==> src/rtl/mem_block_engine_pkg.sv <==
// Shared definitions for the block copy/fill memory engine.
// State encodings and operation selectors used by the engine and its pointer helper.
package mem_block_engine_pkg;

  typedef enum logic [1:0] {
    ST_IDLE = 2'd0,
    ST_RD   = 2'd1,
    ST_WR   = 2'd2,
    ST_FIN  = 2'd3
  } state_t;

  localparam logic OP_COPY = 1'b0;
  localparam logic OP_FILL = 1'b1;

endpackage

==> src/rtl/mem_block_engine_addr_ptr.sv <==
// Address pointer: loads a base address and increments with natural wrap
// modulo 2**W, so blocks that run off the top of memory continue at 0.
module mem_block_engine_addr_ptr #(
  parameter int W = 6
) (
  input  logic         clock,
  input  logic         reset,
  input  logic         i_load,
  input  logic [W-1:0] i_load_val,
  input  logic         i_inc,
  output logic [W-1:0] o_ptr
);

  logic [W-1:0] r_ptr;

  always_ff @(posedge clock) begin
    if (reset) begin
      r_ptr <= '0;
    end else if (i_load) begin
      r_ptr <= i_load_val;
    end else if (i_inc) begin
      r_ptr <= r_ptr + W'(1);
    end
  end

  assign o_ptr = r_ptr;

endmodule

==> src/rtl/mem_block_engine.sv <==
// Bus-master engine that copies or fills a block of the single-port data memory.
// All memory-port outputs decode from registered state, never from start.
module mem_block_engine
  import mem_block_engine_pkg::*;
#(
  parameter int ADDR_WIDTH = 6,
  parameter int DATA_WIDTH = 8
) (
  input  logic                  clock,
  input  logic                  reset,
  input  logic                  start,
  input  logic                  op_fill,
  input  logic [ADDR_WIDTH-1:0] src_addr,
  input  logic [ADDR_WIDTH-1:0] dst_addr,
  input  logic [ADDR_WIDTH:0]   length,
  input  logic [DATA_WIDTH-1:0] fill_val,
  output logic                  busy,
  output logic                  done,
  output logic                  mem_we,
  output logic [ADDR_WIDTH-1:0] mem_addr,
  output logic [DATA_WIDTH-1:0] mem_data,
  input  logic [DATA_WIDTH-1:0] mem_q
);

  state_t                r_state;
  state_t                w_state_next;
  logic                  r_op_fill;
  logic [ADDR_WIDTH:0]   r_count;
  logic [DATA_WIDTH-1:0] r_buf;
  logic [DATA_WIDTH-1:0] r_fill_val;
  logic [ADDR_WIDTH-1:0] w_src_ptr;
  logic [ADDR_WIDTH-1:0] w_dst_ptr;
  logic                  w_take;

  // start only matters in IDLE; anything arriving later is dropped
  assign w_take = (r_state == ST_IDLE) && start;

  mem_block_engine_addr_ptr #(.W(ADDR_WIDTH)) u_src_ptr (
    .clock      (clock),
    .reset      (reset),
    .i_load     (w_take),
    .i_load_val (src_addr),
    .i_inc      (r_state == ST_RD),
    .o_ptr      (w_src_ptr)
  );

  mem_block_engine_addr_ptr #(.W(ADDR_WIDTH)) u_dst_ptr (
    .clock      (clock),
    .reset      (reset),
    .i_load     (w_take),
    .i_load_val (dst_addr),
    .i_inc      (r_state == ST_WR),
    .o_ptr      (w_dst_ptr)
  );

  always_ff @(posedge clock) begin
    if (reset) begin
      r_state    <= ST_IDLE;
      r_op_fill  <= 1'b0;
      r_count    <= '0;
      r_buf      <= '0;
      r_fill_val <= '0;
    end else begin
      r_state <= w_state_next;
      if (w_take) begin
        r_op_fill  <= op_fill;
        r_count    <= length;
        r_fill_val <= fill_val;
      end
      if (r_state == ST_RD) begin
        r_buf <= mem_q;
      end
      if (r_state == ST_WR) begin
        r_count <= r_count - (ADDR_WIDTH+1)'(1);
      end
    end
  end

  always_comb begin
    w_state_next = r_state;
    unique case (r_state)
      ST_IDLE: begin
        if (start) begin
          if (length == '0)             w_state_next = ST_FIN;
          else if (op_fill == OP_FILL)  w_state_next = ST_WR;
          else                          w_state_next = ST_RD;
        end
      end
      ST_RD:   w_state_next = ST_WR;
      ST_WR: begin
        if (r_count == (ADDR_WIDTH+1)'(1)) w_state_next = ST_FIN;
        else if (r_op_fill == OP_FILL)     w_state_next = ST_WR;
        else                               w_state_next = ST_RD;
      end
      ST_FIN:  w_state_next = ST_IDLE;
      default: w_state_next = ST_IDLE;
    endcase
  end

  always_comb begin
    busy     = 1'b0;
    done     = 1'b0;
    mem_we   = 1'b0;
    mem_addr = '0;
    mem_data = '0;
    unique case (r_state)
      ST_RD: begin
        busy     = 1'b1;
        mem_addr = w_src_ptr;
      end
      ST_WR: begin
        busy     = 1'b1;
        mem_we   = 1'b1;
        mem_addr = w_dst_ptr;
        mem_data = (r_op_fill == OP_COPY) ? r_buf : r_fill_val;
      end
      ST_FIN:  done = 1'b1;
      default: ;
    endcase
  end

endmodule

==> config.mk <==
export PLATFORM = sky130hd
export DESIGN_NAME = mem_block_engine
export DESIGN_NICKNAME = d
export VERILOG_FILES = /design/src/rtl/mem_block_engine_pkg.sv /design/src/rtl/mem_block_engine_addr_ptr.sv /design/src/rtl/mem_block_engine.sv
export SDC_FILE = /design/constraint.sdc
export NUM_CORES = 1
export LEC_CHECK = 0
export CELL_PAD_IN_SITES_DETAIL_PLACEMENT = 1
export CELL_PAD_IN_SITES_GLOBAL_PLACEMENT = 2
export CORE_UTILIZATION = 28
export DETAILED_ROUTE_END_ITERATION = 8
export HOLD_SLACK_MARGIN = 0.02
export PLACE_DENSITY = 0.76
export SLEW_MARGIN = 0
export SYNTH_ARGS = -nofsm -noshare
export SYNTH_HDL_FRONTEND = slang
export SYNTH_HIERARCHICAL = 1
export SYNTH_SLANG_ARGS = --single-unit
==> constraint.sdc <==
create_clock -name clock -period 2.6 [get_ports clock]
set_clock_uncertainty 0.2 [all_clocks]
set_input_delay 0.39 -clock clock [delete_from_list [all_inputs] [get_ports clock]]
set_output_delay 0.39 -clock clock [all_outputs]
set_load 0.03 [all_outputs]
==> results of run 1 <==
layer usage:
| layer | wire (um) | track usage | share of wire |
|---|---|---|---|
| met5 | 0 | 0 | 0 |
| met4 | 48 | 0.0455 | 0.0090 |
| met3 | 177 | 0.0322 | 0.033 |
| met2 | 2390 | 0.242 | 0.45 |
| met1 | 2720 | 0.205 | 0.51 |
cell type report:
class,instances,area (um2),share of cell area
clock buffer,5,68.8,0.0248
clock inverter,3,45.0,0.0162
inverter,9,33.8,0.0122
multi-input combinational,177,1180,0.426
sequential,38,761,0.274
tap,96,120,0.0433
timing repair buffer,62,566,0.204
per-stage QoR:
| step | power (uW) | area (um2) | instances |
|---|---|---|---|
| 3_3_place_gp | 1620 | 2660 | 382 |
| 2_1_floorplan | 1350 | 2020 | 234 |
| 3_5_place_dp | 1630 | 2660 | 382 |
| 4_1_cts | 2160 | 2780 | 390 |
| 5_1_grt | 2280 | 2780 | 390 |
| 6_report | 2130 | 2780 | 390 |
path summary, 6_finish.rpt:
| path | from | depth (start not counted) | slack, ps | end |
|---|---|---|---|---|
| setup / recovery | r_state[0] | 3 | 110 | busy |
| hold / removal | r_fill_val[2] | 2 | 260 | r_fill_val[2] |
| setup reg to reg | r_state[0] | 7 | 570 | r_count[0] |
| hold reg to reg | r_fill_val[2] | 2 | 260 | r_fill_val[2] |
state kept, by name, indices dropped and copies added (netlist names):
name / flops
u_dst_ptr/o_ptr: 6
r_count: 7
u_src_ptr/o_ptr: 6
r_buf: 8
r_fill_val: 8
r_state: 2
r_op_fill: 1
kinds of logic after synthesis:
kind of cell               share of synthesized area
AOI/OAI and AO/OA                              0.149
DFF                                            0.376
adders and majority gates                     0.0557
buffers and inverters                         0.0384
muxes                                          0.116
and+or+nand+nor                                0.230
xor gates and xnor gates                      0.0347
power breakdown:
group / internal (uW) / switching [uW]
combinational: 369 / 430
clock: 286 / 229
sequential: 695 / 122
critical path, cell delays in order, from the launching register on:
cell             delay [ps]
dfxtp_1                 400
inv_1                   110
ha_1                    400
clkdlybuf4s50_1         710
synth_stat cells (3+ instances only):
| master | instances | area [um2] |
|---|---|---|
| inv_1 | 7 | 26.3 |
| mux2_2 | 3 | 33.8 |
| a22oi_1 | 6 | 45.0 |
| nand3_1 | 5 | 25.0 |
| nand4_1 | 4 | 25.0 |
| ha_1 | 9 | 113 |
| a21oi_1 | 14 | 70.1 |
| or3_1 | 4 | 25.0 |
| nor2b_1 | 15 | 93.8 |
| nand2_1 | 28 | 105 |
| a311oi_1 | 4 | 35.0 |
| nor2_1 | 26 | 97.6 |
| a211oi_1 | 10 | 75.1 |
| dfxtp_1 | 38 | 761 |
| mux2i_1 | 20 | 200 |
| clkbuf_1 | 7 | 26.3 |
| o21ai_0 | 4 | 20.0 |
| xor2_1 | 8 | 70.1 |
==> results.md, run 1 <==
- Slew Viols, Final: 0
- Main flop type after synthesis: dfxtp_1
- Vias in the first global route: 1852
- Maxcap violations: 0
- Synth unique cells: 35
- Crit path capture type: primary output
- CTS root buf: clkbuf_8
- CTS H-tree depth: 2
- Number of cell rows: 30
- Drt drc: 0
- Hold WC Path Type: reg2reg
- Fin nets: 341
- CP startpoint kind: flop
- Critical setup path kind: reg2out
- GPL Wtd Cong: 0.699
- Hold WS: 265 ps
- Initial Util: 0.294
- Register area share after synthesis: 0.376
- CTS-repair resized insts: 0
- Place WS: 371 ps
- Leakage: 0.00103 uW
- CTS tree: built
- Ys Warns: 6
- Post-layout util: 0.404
- Final worst slack: 114 ps
- Layout fillers: 845
- Cts hold-fix bufs: 0
- Worst path required time: 2010 ps
- Layout cell share with drive strength beyond 1: 0.129
- Max Fanout on Critical Path: 7
- Dpl hpwl: 3.92 mm
- Vias per cell: 4.71
- Diode count: 0
- Initial antenna violation count: 0
- GRT overflow: 0
- Commonest non-fill, non-tap cell in the layout: clkdlybuf4s50_1
- PD cells: 767 mW/mm2
- Yosys reg bits: 38
- Final Hold Viols: 0
- Drt total wl: 5.34 mm
- Worst Path Arrival: 1900 ps
- I/O Buffers: 55
- Post-CTS setup buffers: 0
- Setup_tns: 0 ps
- Minimum clock period: 2490 ps
- Number of synthesized flops with an enable pin: 0
- Clock tree sinks: 38
- Synth Instances: 234
- Antenna Nets Post-Route: 0
- WL/cell: 13.7 um
- IO Pins: 56
- Syn nets: 282
- Drt pass-1 iters: 4
- Layout area overhead: 37.4%
- First-pass GRT wire length: 8.83 mm
- Largest net degree at the start of global routing: 39
- IR drop worst, VDD: 0.260 mV
- Max Clock Freq: 402 MHz
- Max clock buf depth: 2
- Highest-count cells in the layout ignoring fill and taps: clkdlybuf4s50_1 (40), dfxtp_1 (38), nand2_1 (28)
- Worst slew pin tran: 644 ps
- Clk slew on worst S/H paths: 90 ps
- Die W: 87.0 um
- Final period utilization: 0.956
- Total track usage: 0.152
- Vias: 1836
- CTS Buf Count: 5
- Asr flop ratio synth: 0
- Status: finished, final reports clean
- Initial DRC count: 22
- Final Setup Violations: 0
- Mean post-synth cell area: 8.64 um2
- Synthesized area: 0.00202 mm2
- Core ar.: 0.00687 mm2
- Die ar.: 0.00756 mm2
- Unrepaired setup endpoints after global routing: false
- Chip Height: 87.0 um
- Clk Latency, worst-skew pair: 290 ps
- Max-slew headroom: 0.570
Power figures use the tool's default switching activity.
==> inputs of run 2 (changes only) <==
--- a/config.mk
+++ b/config.mk
@@ -5,12 +5,13 @@
 export SDC_FILE = /design/constraint.sdc
 export NUM_CORES = 1
 export LEC_CHECK = 0
+export CAP_MARGIN = 20
 export CELL_PAD_IN_SITES_DETAIL_PLACEMENT = 1
 export CELL_PAD_IN_SITES_GLOBAL_PLACEMENT = 2
-export CORE_UTILIZATION = 28
+export CORE_UTILIZATION = 30
 export DETAILED_ROUTE_END_ITERATION = 8
 export HOLD_SLACK_MARGIN = 0.02
-export PLACE_DENSITY = 0.76
+export PLACE_DENSITY = 0.81
 export SLEW_MARGIN = 0
 export SYNTH_ARGS = -nofsm -noshare
 export SYNTH_HDL_FRONTEND = slang
==> constraint.sdc (replaced) <==
create_clock -name clock -period 3 [get_ports clock]
set_clock_uncertainty 0.2 [all_clocks]
set_input_delay 0.45 -clock clock [delete_from_list [all_inputs] [get_ports clock]]
set_output_delay 0.45 -clock clock [all_outputs]
set_load 0.03 [all_outputs]
==> results.md, run 2 (synthesis gave the netlist of run 1 again) <==
- Maxcap violations: 0
- Clk slew on worst S/H paths: 70 ps
- GRT overflow: 0
- Initial Util: 0.315
- Die W: 84.1 um
- Final period utilization: 0.943
- PD cells: 668 mW/mm2
- Layout cell share with drive strength beyond 1: 0.0822
- CP startpoint kind: flop
- Clock tree sinks: 38
- Slew Viols, Final: 0
- Final instance area: 0.00277 mm2
- Core ar.: 0.00642 mm2
- Fin nets: 340
- Clk Latency, worst-skew pair: 280 ps
- Highest-count cells in the layout ignoring fill and taps: clkdlybuf4s50_1 (52), dfxtp_1 (38), nand2_1 (28)
- Largest regs: r_buf: 8 flops, r_fill_val: 8 flops, r_count: 7 flops
- Failing checks: DRC
- Leakage: 0.00100 uW
- Worst slew pin tran: 596 ps
- Vias: 1863
- Dpl hpwl: 3.99 mm
- Unrepaired setup endpoints after global routing: false
- Hold WS: 257 ps
- CTS Buf Count: 5
- Commonest non-fill, non-tap cell in the layout: clkdlybuf4s50_1
- Worst Path Arrival: 2180 ps
- Largest net degree at the start of global routing: 39
- Chip Height: 84.1 um
- Status: finished, violations left
- Drt pass-1 iters: 6
- Critical setup path kind: reg2out
- Die ar.: 0.00707 mm2
- Final Setup Violations: 0
- Post-CTS setup buffers: 0
- Antenna Nets Post-Route: 0
- Max-slew headroom: 0.602
- Max Clock Freq: 354 MHz
- Post-layout util: 0.432
- Initial antenna violation count: 0
- Number of cell rows: 29
- Total track usage: 0.161
- Max Fanout on Critical Path: 19
- Worst path required time: 2350 ps
- Cts hold-fix bufs: 0
- Setup_tns: 0 ps
- Drt total wl: 5.40 mm
- Hold WC Path Type: reg2reg
- Max clock buf depth: 2
- Initial DRC count: 39
- Final worst slack: 172 ps
- Layout area overhead: 37.3%
- Area after DPL: 0.00266 mm2
- Final Hold Viols: 0
- Crit path capture type: primary output
- CTS root buf: clkbuf_8
- I/O Buffers: 55
- CTS-repair resized insts: 0
- Vias per cell: 5.05
- GPL Wtd Cong: 0.709
- First-pass GRT wire length: 9.03 mm
- CTS H-tree depth: 2
- Drt drc: 4
- IO Pins: 56
- Place WS: 474 ps
- Diode count: 0
- WL/cell: 14.6 um
- Minimum clock period: 2830 ps
- Vias in the first global route: 1901
- IR drop worst, VDD: 0.278 mV
- CTS tree: built
==> run 2: metrics by stage <==
step | cells | power [uW]
3_3_place_gp | 362 | 1400
5_1_grt | 369 | 1980
2_1_floorplan | 234 | 1170
6_report | 369 | 1850
3_5_place_dp | 362 | 1430
4_1_cts | 369 | 1870
==> run 2: final timing paths <==
| path | slack (ps) | startpoint | depth (start not counted) | end |
|---|---|---|---|---|
| worst max register to register | 970 | r_state[1] | 6 | u_src_ptr/o_ptr[5] |
| worst max-delay path | 170 | r_state[0] | 5 | mem_data[1] |
| worst min register to register | 260 | r_fill_val[6] | 2 | r_fill_val[6] |
| worst min-delay path | 260 | r_fill_val[6] | 2 | r_fill_val[6] |
==> run 2: worst max-delay path, cell delays in order (launching register included) <==
cell,delay [ps]
dfxtp_1,340
inv_1,110
ha_1,280
buf_4,270
nor2b_1,190
clkdlybuf4s50_1,690
==> run 2: layout make-up <==
cell class / count / area [um2]
clock buffer: 6 / 82.6
clock inverter: 1 / 30.0
fill: 768 / 3650
inverter: 9 / 33.8
multi-input combinational: 177 / 1180
sequential: 38 / 761
tap: 77 / 96.3
timing repair buffer: 61 / 588
==> run 2: power by group <==
part / leakage, uW / internal, uW / switching [uW]
combinational: 0.000634 / 323 / 379
sequential: 0.000312 / 603 / 103
clock: 0.0000573 / 266 / 180
==> run 2: metal layers <==
metal | global-route usage | routed length, um | up-vias
li1 | - | - | 941
met1 | 0.207 | 2630 | 890
met2 | 0.270 | 2550 | 28
met3 | 0.0297 | 147 | 4
met4 | 0.0564 | 67 | 0
met5 | 0 | 0 | -
==> inputs of run 3 (changes only) <==
--- a/config.mk
+++ b/config.mk
@@ -5,10 +5,11 @@
 export SDC_FILE = /design/constraint.sdc
 export NUM_CORES = 1
 export LEC_CHECK = 0
-export CAP_MARGIN = 20
+export CAP_MARGIN = 15
 export CELL_PAD_IN_SITES_DETAIL_PLACEMENT = 1
 export CELL_PAD_IN_SITES_GLOBAL_PLACEMENT = 2
 export CORE_UTILIZATION = 30
+export CTS_CLUSTER_SIZE = 16
 export DETAILED_ROUTE_END_ITERATION = 8
 export HOLD_SLACK_MARGIN = 0.02
 export PLACE_DENSITY = 0.81
==> results of run 3 <==
The final DEF is identical to that of run 2; final timing and power are the same.
